<file path="config.mk">
export PLATFORM = sky130hd
export DESIGN_NAME = usb_rx_data_ctrl
export DESIGN_NICKNAME = d
export VERILOG_FILES = /design/src/rtl/usb_pkg.sv /design/src/rtl/usb_timeout_cnt.sv /design/src/rtl/usb_rx_data_ctrl.sv
export SDC_FILE = /design/constraint.sdc
export NUM_CORES = 1
export LEC_CHECK = 0
export ABC_AREA = 1
export ABC_CLOCK_PERIOD_IN_PS = 1900
export BUFFER_PORTS_ARGS = -buffer_cell sky130_fd_sc_hd__buf_2
export CAP_MARGIN = 40
export CORE_MARGIN = 4
export CORE_UTILIZATION = 45
export DETAILED_ROUTE_END_ITERATION = 16
export HOLD_SLACK_MARGIN = 0.05
export PLACE_DENSITY = 0.67
export RECOVER_POWER = 25
export SYNTH_ARGS = -nofsm -noshare
export SYNTH_HDL_FRONTEND = slang
export SYNTH_SLANG_ARGS = --single-unit
</file>
<file path="constraint.sdc">
create_clock -name clk -period 1.9 [get_ports clk]
set_clock_uncertainty 0.05 [all_clocks]
set_input_delay 0.095 -clock clk [delete_from_list [all_inputs] [get_ports clk]]
set_output_delay 0.095 -clock clk [all_outputs]
set_load 0.01 [all_outputs]
</file>
<file path="src/rtl/usb_pkg.sv">
// usb_pkg: PID constants, FSM state encoding and DATA PID check shared by the
// USB receive data-phase controller.
//   PID_ACK/PID_NAK/PID_STALL : handshake PIDs (low nibble)
//   PID_DATA0/PID_DATA1       : data PIDs (low nibble)
//   state_t                   : data-phase FSM states
//   pid_data_ok()             : 1 when a PID byte is a well-formed DATA0/DATA1
package usb_pkg;
    localparam logic [3:0] PID_ACK   = 4'b0010;
    localparam logic [3:0] PID_NAK   = 4'b1010;
    localparam logic [3:0] PID_STALL = 4'b1110;
    localparam logic [3:0] PID_DATA0 = 4'b0011;
    localparam logic [3:0] PID_DATA1 = 4'b1011;

    typedef enum logic [2:0] {S_IDLE, S_WAIT_SOP, S_RECV, S_CHECK, S_HS} state_t;

    // Upper nibble must be the one's complement of the PID nibble.
    function automatic logic pid_data_ok(input logic [7:0] b);
        return (b[3:0] == PID_DATA0 || b[3:0] == PID_DATA1) && b[7:4] == ~b[3:0];
    endfunction
endpackage

</file>
<file path="src/rtl/usb_timeout_cnt.sv">
// usb_timeout_cnt: clearable, enabled up-counter that flags the cycle in which
// it reaches TIMEOUT_CYC-1 while enabled.
//   clk, rst : clock, synchronous active-high reset
//   clr      : return count to 0 (wins over en)
//   en       : count this cycle
//   expire   : en && count == TIMEOUT_CYC-1
module usb_timeout_cnt #(
    parameter int CNT_W       = 7,
    parameter int TIMEOUT_CYC = 64
) (
    input  logic clk,
    input  logic rst,
    input  logic clr,
    input  logic en,
    output logic expire
);
    logic [CNT_W-1:0] cnt;

    always_ff @(posedge clk) begin
        if (rst || clr) cnt <= '0;
        else if (en)    cnt <= cnt + 1'b1;
    end

    assign expire = en && cnt == CNT_W'(TIMEOUT_CYC - 1);
endmodule

</file>
<file path="src/rtl/usb_rx_data_ctrl.sv">
// usb_rx_data_ctrl: device-side DATA phase sequencer after an OUT/SETUP token.
// Gates the CRC16 receive stage, checks PID/byte count/CRC16, tracks the data
// toggle and requests an ACK/NAK(/STALL) handshake.
// Optional feature macro: USB_RX_STALL_EN adds input ep_stall (STALL handshake).
//   clk, rst          : clock, synchronous active-high reset
//   token_ok          : valid OUT/SETUP token pulse; token_setup 1=SETUP
//   ep_ready          : endpoint can take a packet (sampled at token_ok)
//   ep_stall          : endpoint halted (only with USB_RX_STALL_EN)
//   rx_data_on        : enables the CRC16 receive stage
//   rx_sop_en/rx_data : PID byte strobe and byte stream
//   rx_lt_valid/ready : transfer-layer byte handshake
//   rx_lt_eop_en      : last byte pulse; crc16_err valid one cycle later
//   hs_req/hs_pid     : handshake request/PID, held until hs_ack
//   data_accept/drop  : good packet commit / duplicate discard pulses
//   err_pulse         : timeout, bad PID, CRC16 error or overflow pulse
//   toggle            : expected data toggle (0=DATA0)
module usb_rx_data_ctrl
    import usb_pkg::*;
#(
    parameter int TIMEOUT_CYC = 64,
    parameter int MAX_BYTES   = 66,
    parameter int CNT_W       = 7
) (
    input  logic       clk,
    input  logic       rst,
    input  logic       token_ok,
    input  logic       token_setup,
    input  logic       ep_ready,
`ifdef USB_RX_STALL_EN
    input  logic       ep_stall,
`endif
    output logic       rx_data_on,
    input  logic       rx_sop_en,
    input  logic [7:0] rx_data,
    input  logic       rx_lt_valid,
    input  logic       rx_lt_ready,
    input  logic       rx_lt_eop_en,
    input  logic       crc16_err,
    output logic       hs_req,
    output logic [3:0] hs_pid,
    input  logic       hs_ack,
    output logic       data_accept,
    output logic       data_drop,
    output logic       err_pulse,
    output logic       toggle
);
    state_t           state;
    logic             nak, pid_tog, ovf, tout;
    logic [CNT_W-1:0] bcnt, bcnt_inc;
    logic             byte_ok, t_clr, t_en;
`ifdef USB_RX_STALL_EN
    logic             stall;
`else
    localparam logic  stall = 1'b0;
`endif

    assign byte_ok  = rx_lt_valid && rx_lt_ready;
    assign bcnt_inc = (bcnt == '1) ? bcnt : bcnt + 1'b1;
    // Timeout restarts on every accepted byte, including the PID byte.
    assign t_clr = state == S_IDLE || (state == S_WAIT_SOP && rx_sop_en) || (state == S_RECV && byte_ok);
    assign t_en  = (state == S_WAIT_SOP && !rx_sop_en) || (state == S_RECV && !byte_ok && !rx_lt_eop_en);

    usb_timeout_cnt #(.CNT_W(CNT_W), .TIMEOUT_CYC(TIMEOUT_CYC)) u_tcnt (
        .clk(clk), .rst(rst), .clr(t_clr), .en(t_en), .expire(tout)
    );

    always_ff @(posedge clk) begin
        if (rst) begin
            state       <= S_IDLE;
            nak         <= 1'b0;
            pid_tog     <= 1'b0;
            ovf         <= 1'b0;
            bcnt        <= '0;
            rx_data_on  <= 1'b0;
            hs_req      <= 1'b0;
            hs_pid      <= 4'b0;
            data_accept <= 1'b0;
            data_drop   <= 1'b0;
            err_pulse   <= 1'b0;
            toggle      <= 1'b0;
`ifdef USB_RX_STALL_EN
            stall       <= 1'b0;
`endif
        end else begin
            data_accept <= 1'b0;
            data_drop   <= 1'b0;
            err_pulse   <= 1'b0;
            case (state)
                S_IDLE: if (token_ok) begin
                    nak        <= !ep_ready && !token_setup;
`ifdef USB_RX_STALL_EN
                    stall      <= ep_stall && !token_setup;
`endif
                    if (token_setup) toggle <= 1'b0;
                    bcnt       <= '0;
                    ovf        <= 1'b0;
                    rx_data_on <= 1'b1;
                    state      <= S_WAIT_SOP;
                end
                S_WAIT_SOP: if (rx_sop_en) begin
                    if (pid_data_ok(rx_data)) begin
                        pid_tog <= rx_data[3];
                        bcnt    <= CNT_W'(1);
                        state   <= S_RECV;
                    end else begin
                        err_pulse  <= 1'b1;
                        rx_data_on <= 1'b0;
                        state      <= S_IDLE;
                    end
                end else if (tout) begin
                    err_pulse  <= 1'b1;
                    rx_data_on <= 1'b0;
                    state      <= S_IDLE;
                end
                S_RECV: begin
                    if (byte_ok) begin
                        bcnt <= bcnt_inc;
                        if (bcnt_inc > CNT_W'(MAX_BYTES)) ovf <= 1'b1;
                    end
                    if (rx_lt_eop_en) begin
                        rx_data_on <= 1'b0;
                        state      <= S_CHECK;
                    end else if (tout) begin
                        err_pulse  <= 1'b1;
                        rx_data_on <= 1'b0;
                        state      <= S_IDLE;
                    end
                end
                S_CHECK: if (crc16_err || ovf) begin
                    err_pulse <= 1'b1;
                    state     <= S_IDLE;
                end else begin
                    hs_req <= 1'b1;
                    state  <= S_HS;
                    if (stall) hs_pid <= PID_STALL;
                    else if (nak) hs_pid <= PID_NAK;
                    else begin
                        hs_pid <= PID_ACK;
                        if (pid_tog == toggle) begin
                            data_accept <= 1'b1;
                            toggle      <= ~toggle;
                        end else data_drop <= 1'b1;
                    end
                end
                S_HS: if (hs_ack) begin
                    hs_req <= 1'b0;
                    hs_pid <= 4'b0;
                    state  <= S_IDLE;
                end
                default: state <= S_IDLE;
            endcase
        end
    end
endmodule

</file>
* Word-level counts from Yosys, hierarchy flattened
Index checks and enable logic that the tools add are counted.
** Storage, ports and cells
- Register bits after elaboration :: 30
- Input port bits :: 19
- Output and inout port bits :: 10
- Logic and storage cells :: 119
** Cells by class
- Add/sub/neg operators :: 2
- $lt $le $gt $ge :: 1
- Equal/unequal tests :: 21
- Multiplexer cells :: 45
- Bitwise operators :: 3
- Reductions and logical operators :: 34
** Operators with widths (count)
- $mux W7 :: 5
- $mux W1 :: 22
- $pmux W7 S3 :: 1
- $mux W3 :: 6
- $ne A2 B2 Y1 const B :: 8
- $pmux W3 S5 :: 1
- $add A7 B1 Y7 const B :: 2
- $mux W4 :: 3
- $logic_and A1 B1 Y1 :: 9
- $reduce_and A3 Y1 :: 3
- $pmux W4 S2 :: 1
- $eq A7 B6 Y1 const B :: 1
- $eq A7 B7 Y1 const B :: 1
- $gt A7 B7 Y1 const B :: 1
- $eq A3 B2 Y1 const B :: 2
- $logic_or A1 B1 Y1 :: 6
- $pmux W1 S2 :: 3
- $pmux W1 S3 :: 2
- $reduce_and A6 Y1 :: 1
- $reduce_bool A2 Y1 :: 3
- $logic_not A1 Y1 :: 5
- $reduce_and A5 Y1 :: 1
- $eq A4 B2 Y1 const B :: 1
- $eq A4 B4 Y1 :: 1
- 14 further kinds :: 17

* Depth between registers and ports, before layout
- Depth after elaboration :: 9
- Mapped depth :: 12
- Depth with buffers taken out :: 12

* Hierarchy
From an unflattened synthesis, not the netlist that was laid out.
** Unflattened totals
- Cells, all modules :: 234
- Area total of the unflattened synthesis :: 1536.5 um^2
** Modules (own cells, without submodules)
- usb_rx_data_ctrl :: instances 1, cells each 187, area an instance 1199.9 um^2, seq. area each 400.4 um^2
- usb_timeout_cnt :: instances 1, cells each 47, area an instance 336.6 um^2, seq. area each 140.1 um^2

* Worst setup path before layout
No wires, ideal clock.
- Kind :: register -> register
- From :: reg u_tcnt.cnt[0]
- To :: reg rx_data_on
- Arrival time :: 1355 ps
- Setup slack :: 382 ps
- Stages on the path, launching flop included :: 9
- Buffers on the path :: 0
- Cell sequence :: dfxtp_1 > ha_1 > nand2_1 > nor3_1 > nand3b_4 > nand2_1 > o21ai_0 > o21ai_1 > inv_1
** On the way
- Longest elaborated chain between the ends :: 5
- Elaborated cells on any way between the ends :: 6
- Those cells by class :: 1 x eq/ne; 4 x mux; 1 x reduce/logical
** Ends and longest elaborated chain
- from (decl) :: RTL line usb_timeout_cnt.sv:17 : logic [CNT_W-1:0] cnt;
- from (signal assigned) :: RTL line usb_timeout_cnt.sv:21 : else if (en) cnt <= cnt + 1'b1;
- $eq A7 B6 Y1 * :: RTL line usb_timeout_cnt.sv:24 : assign expire = en && cnt == CNT_W'(TIMEOUT_CYC - 1);
- $logic_and A1 B1 Y1 * :: RTL line usb_timeout_cnt.sv:24
- $mux W1 *
- $mux W1, on equally long branches
- $pmux W1 S3 *
- to (signal assigned) :: RTL line usb_rx_data_ctrl.sv:74 : rx_data_on <= 1'b0;
- to (signal assigned) :: RTL line usb_rx_data_ctrl.sv:97 : rx_data_on <= 1'b1;
- to (signal assigned) :: RTL line usb_rx_data_ctrl.sv:107 : rx_data_on <= 1'b0;
- to (decl) :: RTL line usb_rx_data_ctrl.sv:32 : output logic rx_data_on,
Mark *: on every way between the ends. The rest lies on a longest branch, timed or not.
A chain may end at the register's enable or synchronous reset.

* Worst setup path after layout
- From :: reg state[1]
- To :: reg rx_data_on
** On the way
- Longest elaborated chain between the ends :: 8
- Elaborated cells on any way between the ends :: 16
- Those cells by class :: 4 x eq/ne; 4 x mux; 8 x reduce/logical
** Ends and longest elaborated chain
- from (decl) :: RTL line usb_rx_data_ctrl.sv:47 : state_t state;
- from (signal assigned) :: RTL line usb_rx_data_ctrl.sv:69 : state <= S_IDLE;
- from (signal assigned) :: RTL line usb_rx_data_ctrl.sv:98 : state <= S_WAIT_SOP;
- from (signal assigned) :: RTL line usb_rx_data_ctrl.sv:104 : state <= S_RECV;
- $eq A3 B2 Y1 :: RTL line usb_rx_data_ctrl.sv:61, usb_rx_data_ctrl.sv:88
- $logic_and A1 B1 Y1 (2 in series) :: RTL line usb_rx_data_ctrl.sv:61 : assign t_en = (state == S_WAIT_SOP && !rx_sop_en) || (state == S_RECV && !byte_ok && !rx_lt_eop_en);
- $logic_or A1 B1 Y1 :: RTL line usb_rx_data_ctrl.sv:61
- $logic_and A1 B1 Y1 :: RTL line usb_timeout_cnt.sv:24
- $mux W1
- $mux W1, on equally long branches
- $pmux W1 S3 :: RTL line usb_rx_data_ctrl.sv:88 : case (state)
- to (signal assigned) :: RTL line usb_rx_data_ctrl.sv:97
- to (signal assigned) :: RTL line usb_rx_data_ctrl.sv:107
- to (signal assigned) :: RTL line usb_rx_data_ctrl.sv:112 : rx_data_on <= 1'b0;
Parallel ways exist; a longest one is shown, timed or not.

==> results.txt <==
Antenna cells: 0
# port buffers: 26
Seq/Total Area, Yosys: 35.24%
Nets: 290
ANT nets after route: 0
CP arrival: 1.95 ns
Count leader, synth: nand2_1
Chip width: 66.39 um
Total Die Area: 4407 sq um
Lkg Pwr: 0.8766 nW
Clock-pin slew on the worst setup and hold paths: 0.16 ns
Critical Path RT: 2.10 ns
DRC: 0
Commonest cells in the netlist: nand2_1, inv_1, dfxtp_1
Tcrit/Tclk final: 92.53%
Synth area leader: dfxtp_1
Post-Synth Simple-Gate Area: 35.15%
Mux cell area share after synthesis: 0%
Post-Route WL: 3280 um
Endpoints failing hold: 0
Via count: 1,494
Avg WL per Cell: 10.51 um
Compound-Gate Fraction of Synth Area: 15.17%
Synth Cell Area: 1534 sq um
Worst slack, placed: 0.1458 ns
Initial antenna violation count: 0
Ys Warns: 0
Share of the synthesized area in the top cell type: 35.24%
#FFs+latches synth: 27
HP Class: primary input to flop
Total GRT Usage: 16.12%
Synth Area in XOR/XNOR: 1.713%
Final core occ: 58.33%
DPL Wire Length: 2533 um
Drt initial violations: 53
Placer Congestion: 0.8095
Final setup margin: 0.1420 ns
Syn Area/Cell: 6.669 sq um
Endpoints failing setup: 0
Top post-synthesis cells by area: dfxtp_1, nand2_1, inv_1
Remaining Overflow, GRT: 0
Max frequency: 568.8 MHz
CTS tree: built
Syn Inst Count: 230
# clock sinks: 27
Final slew viol count: 0
Synth-to-layout area growth: 19.90%
Main synth FF type: dfxtp_1
Adder-cell share of the synthesized area: 1.631%
Max_cap viols: 0
First-pass GRT wire length: 5589 um
Asr flop ratio synth: 0%
Vias in the first global route: 1,305
Core Region: 3153 sq um
Root Buffer: clkbuf_4
Initial Util: 48.65%
Kind of start point of the critical path: flop
Unique masters post-synth: 33
Outcome: finished, final reports clean
Setup TNS: 0 ns
CTS Buf Count: 3
Via density: 4.788
P per Cell Area: 555.8 nW/um^2
Largest net degree at the start of global routing: 17
# IOs: 29
Row cnt: 20
Worst VDD drop: 0.3075 mV
CP Max Fanout: 9
Fin crit period: 1.758 ns
Max Root-Sink Buffers: 2
CP endpoint kind: flop
Die height: 66.39 um
Fraction of layout cells with a size suffix above 1: 15.30%
CTS H-tree lvls: 1
First drt pass iteration count: 4
Clk Latency, worst-skew pair: 0.33 ns
Kind of critical path: flop to flop
Largest family of logic cells by synthesized area: simple AND/OR/NAND/NOR gates
Post-synth EDFFs: 0
## report_power, final
group          switching [mW]  internal (mW)
registers              0.0120          0.583
clock network           0.182         0.0806
logic                  0.0988         0.0664
## metrics by stage
step,hold WS [ns],area [sq um],total power [mW],instances
3_3_place_gp,0.3534,1722,0.7581,300
6_report,0.07692,1839,1.022,312
2_1_floorplan,0.2235,1538,0.7095,231
4_1_cts,0.07111,1832,1.027,312
5_1_grt,0.05628,1839,1.077,312
3_5_place_dp,0.3450,1722,0.7571,300
## cells in the final DEF, fill, tap and decap left out, types with 2 or more instances in the layout
cell | netlist | routed
dlygate4sd3_1 | 0 | 7
a21oi_1 | 26 | 26
nor2_2 | 2 | 2
conb_1 | 1 | 2
nand2_1 | 59 | 59
nand2_2 | 2 | 2
xnor2_1 | 3 | 3
nor3_2 | 2 | 2
clkbuf_1 | 1 | 8
o21ai_0 | 10 | 10
nor3_4 | 1 | 2
o21ai_1 | 3 | 3
nor2_1 | 18 | 18
inv_1 | 35 | 35
buf_2 | 1 | 18
nand3_1 | 14 | 14
clkbuf_4 | 0 | 3
nor3_1 | 6 | 5
dfxtp_1 | 27 | 26
buf_4 | 3 | 4
## final cells by class
type | count | area (sq um)
Fill cell | 310 | 1314
Multi-Input combinational cell | 163 | 844.6
Sequential cell | 27 | 541.8
Timing Repair Buffer | 38 | 232.7
Inverter | 36 | 135.1
Tap cell | 44 | 55.05
Clock buffer | 3 | 22.52
Clock inverter | 1 | 7.507
## logic make-up after synthesis
group | after synthesis
adder cells (fa/ha/maj) | 2
AND/OR/NAND/NOR | 112
other | 1
flip-flops | 27
XOR/XNOR | 3
buffers and inverters | 41
AO/OA/AOI/OAI | 44
## sequential cells by signal, indices dropped and copies added (netlist names)
name         flops
pid_tog          1
state            3
data_accept      1
data_drop        1
err_pulse        1
u_tcnt.cnt       7
rx_data_on       1
bcnt             7
hs_pid           2
nak              1
ovf              1
toggle           1
## routing by layer
metal	global-route usage [%]	vias to the layer above	wire length [um]
met5	0	-	0
met4	4.569	0	42
met3	3.061	6	180
met2	26.39	35	1452
met1	21.38	643	1605
li1	-	810	-
## worst paths after layout
path / start / to / slack [ns] / cells past startpoint
min: rx_lt_eop_en / state[0] / 0.08 / 3
max reg2reg: state[1] / rx_data_on / 0.14 / 9
max: state[1] / rx_data_on / 0.14 / 9
min reg2reg: u_tcnt.cnt[4] / u_tcnt.cnt[4] / 0.42 / 2
## worst max-delay path, stage by stage, from the launching register on
cell and delay [ns]:
dfxtp_1 0.38, buf_4 0.16, nor3_4 0.31, nand2_1 0.17, nand2_4 0.17, nand3b_4 0.11
nand2_1 0.07, o21ai_0 0.07, o21ai_1 0.13, inv_1 0.04
## what timing repair did
action	4_1_cts	5_1_grt
hold buffers	8	0
resized for setup	0	5
setup buffers	0	0
hold endpoints to repair	12	0
endpoints found under the setup margin	0	3
(Power assumes the default switching activity.)
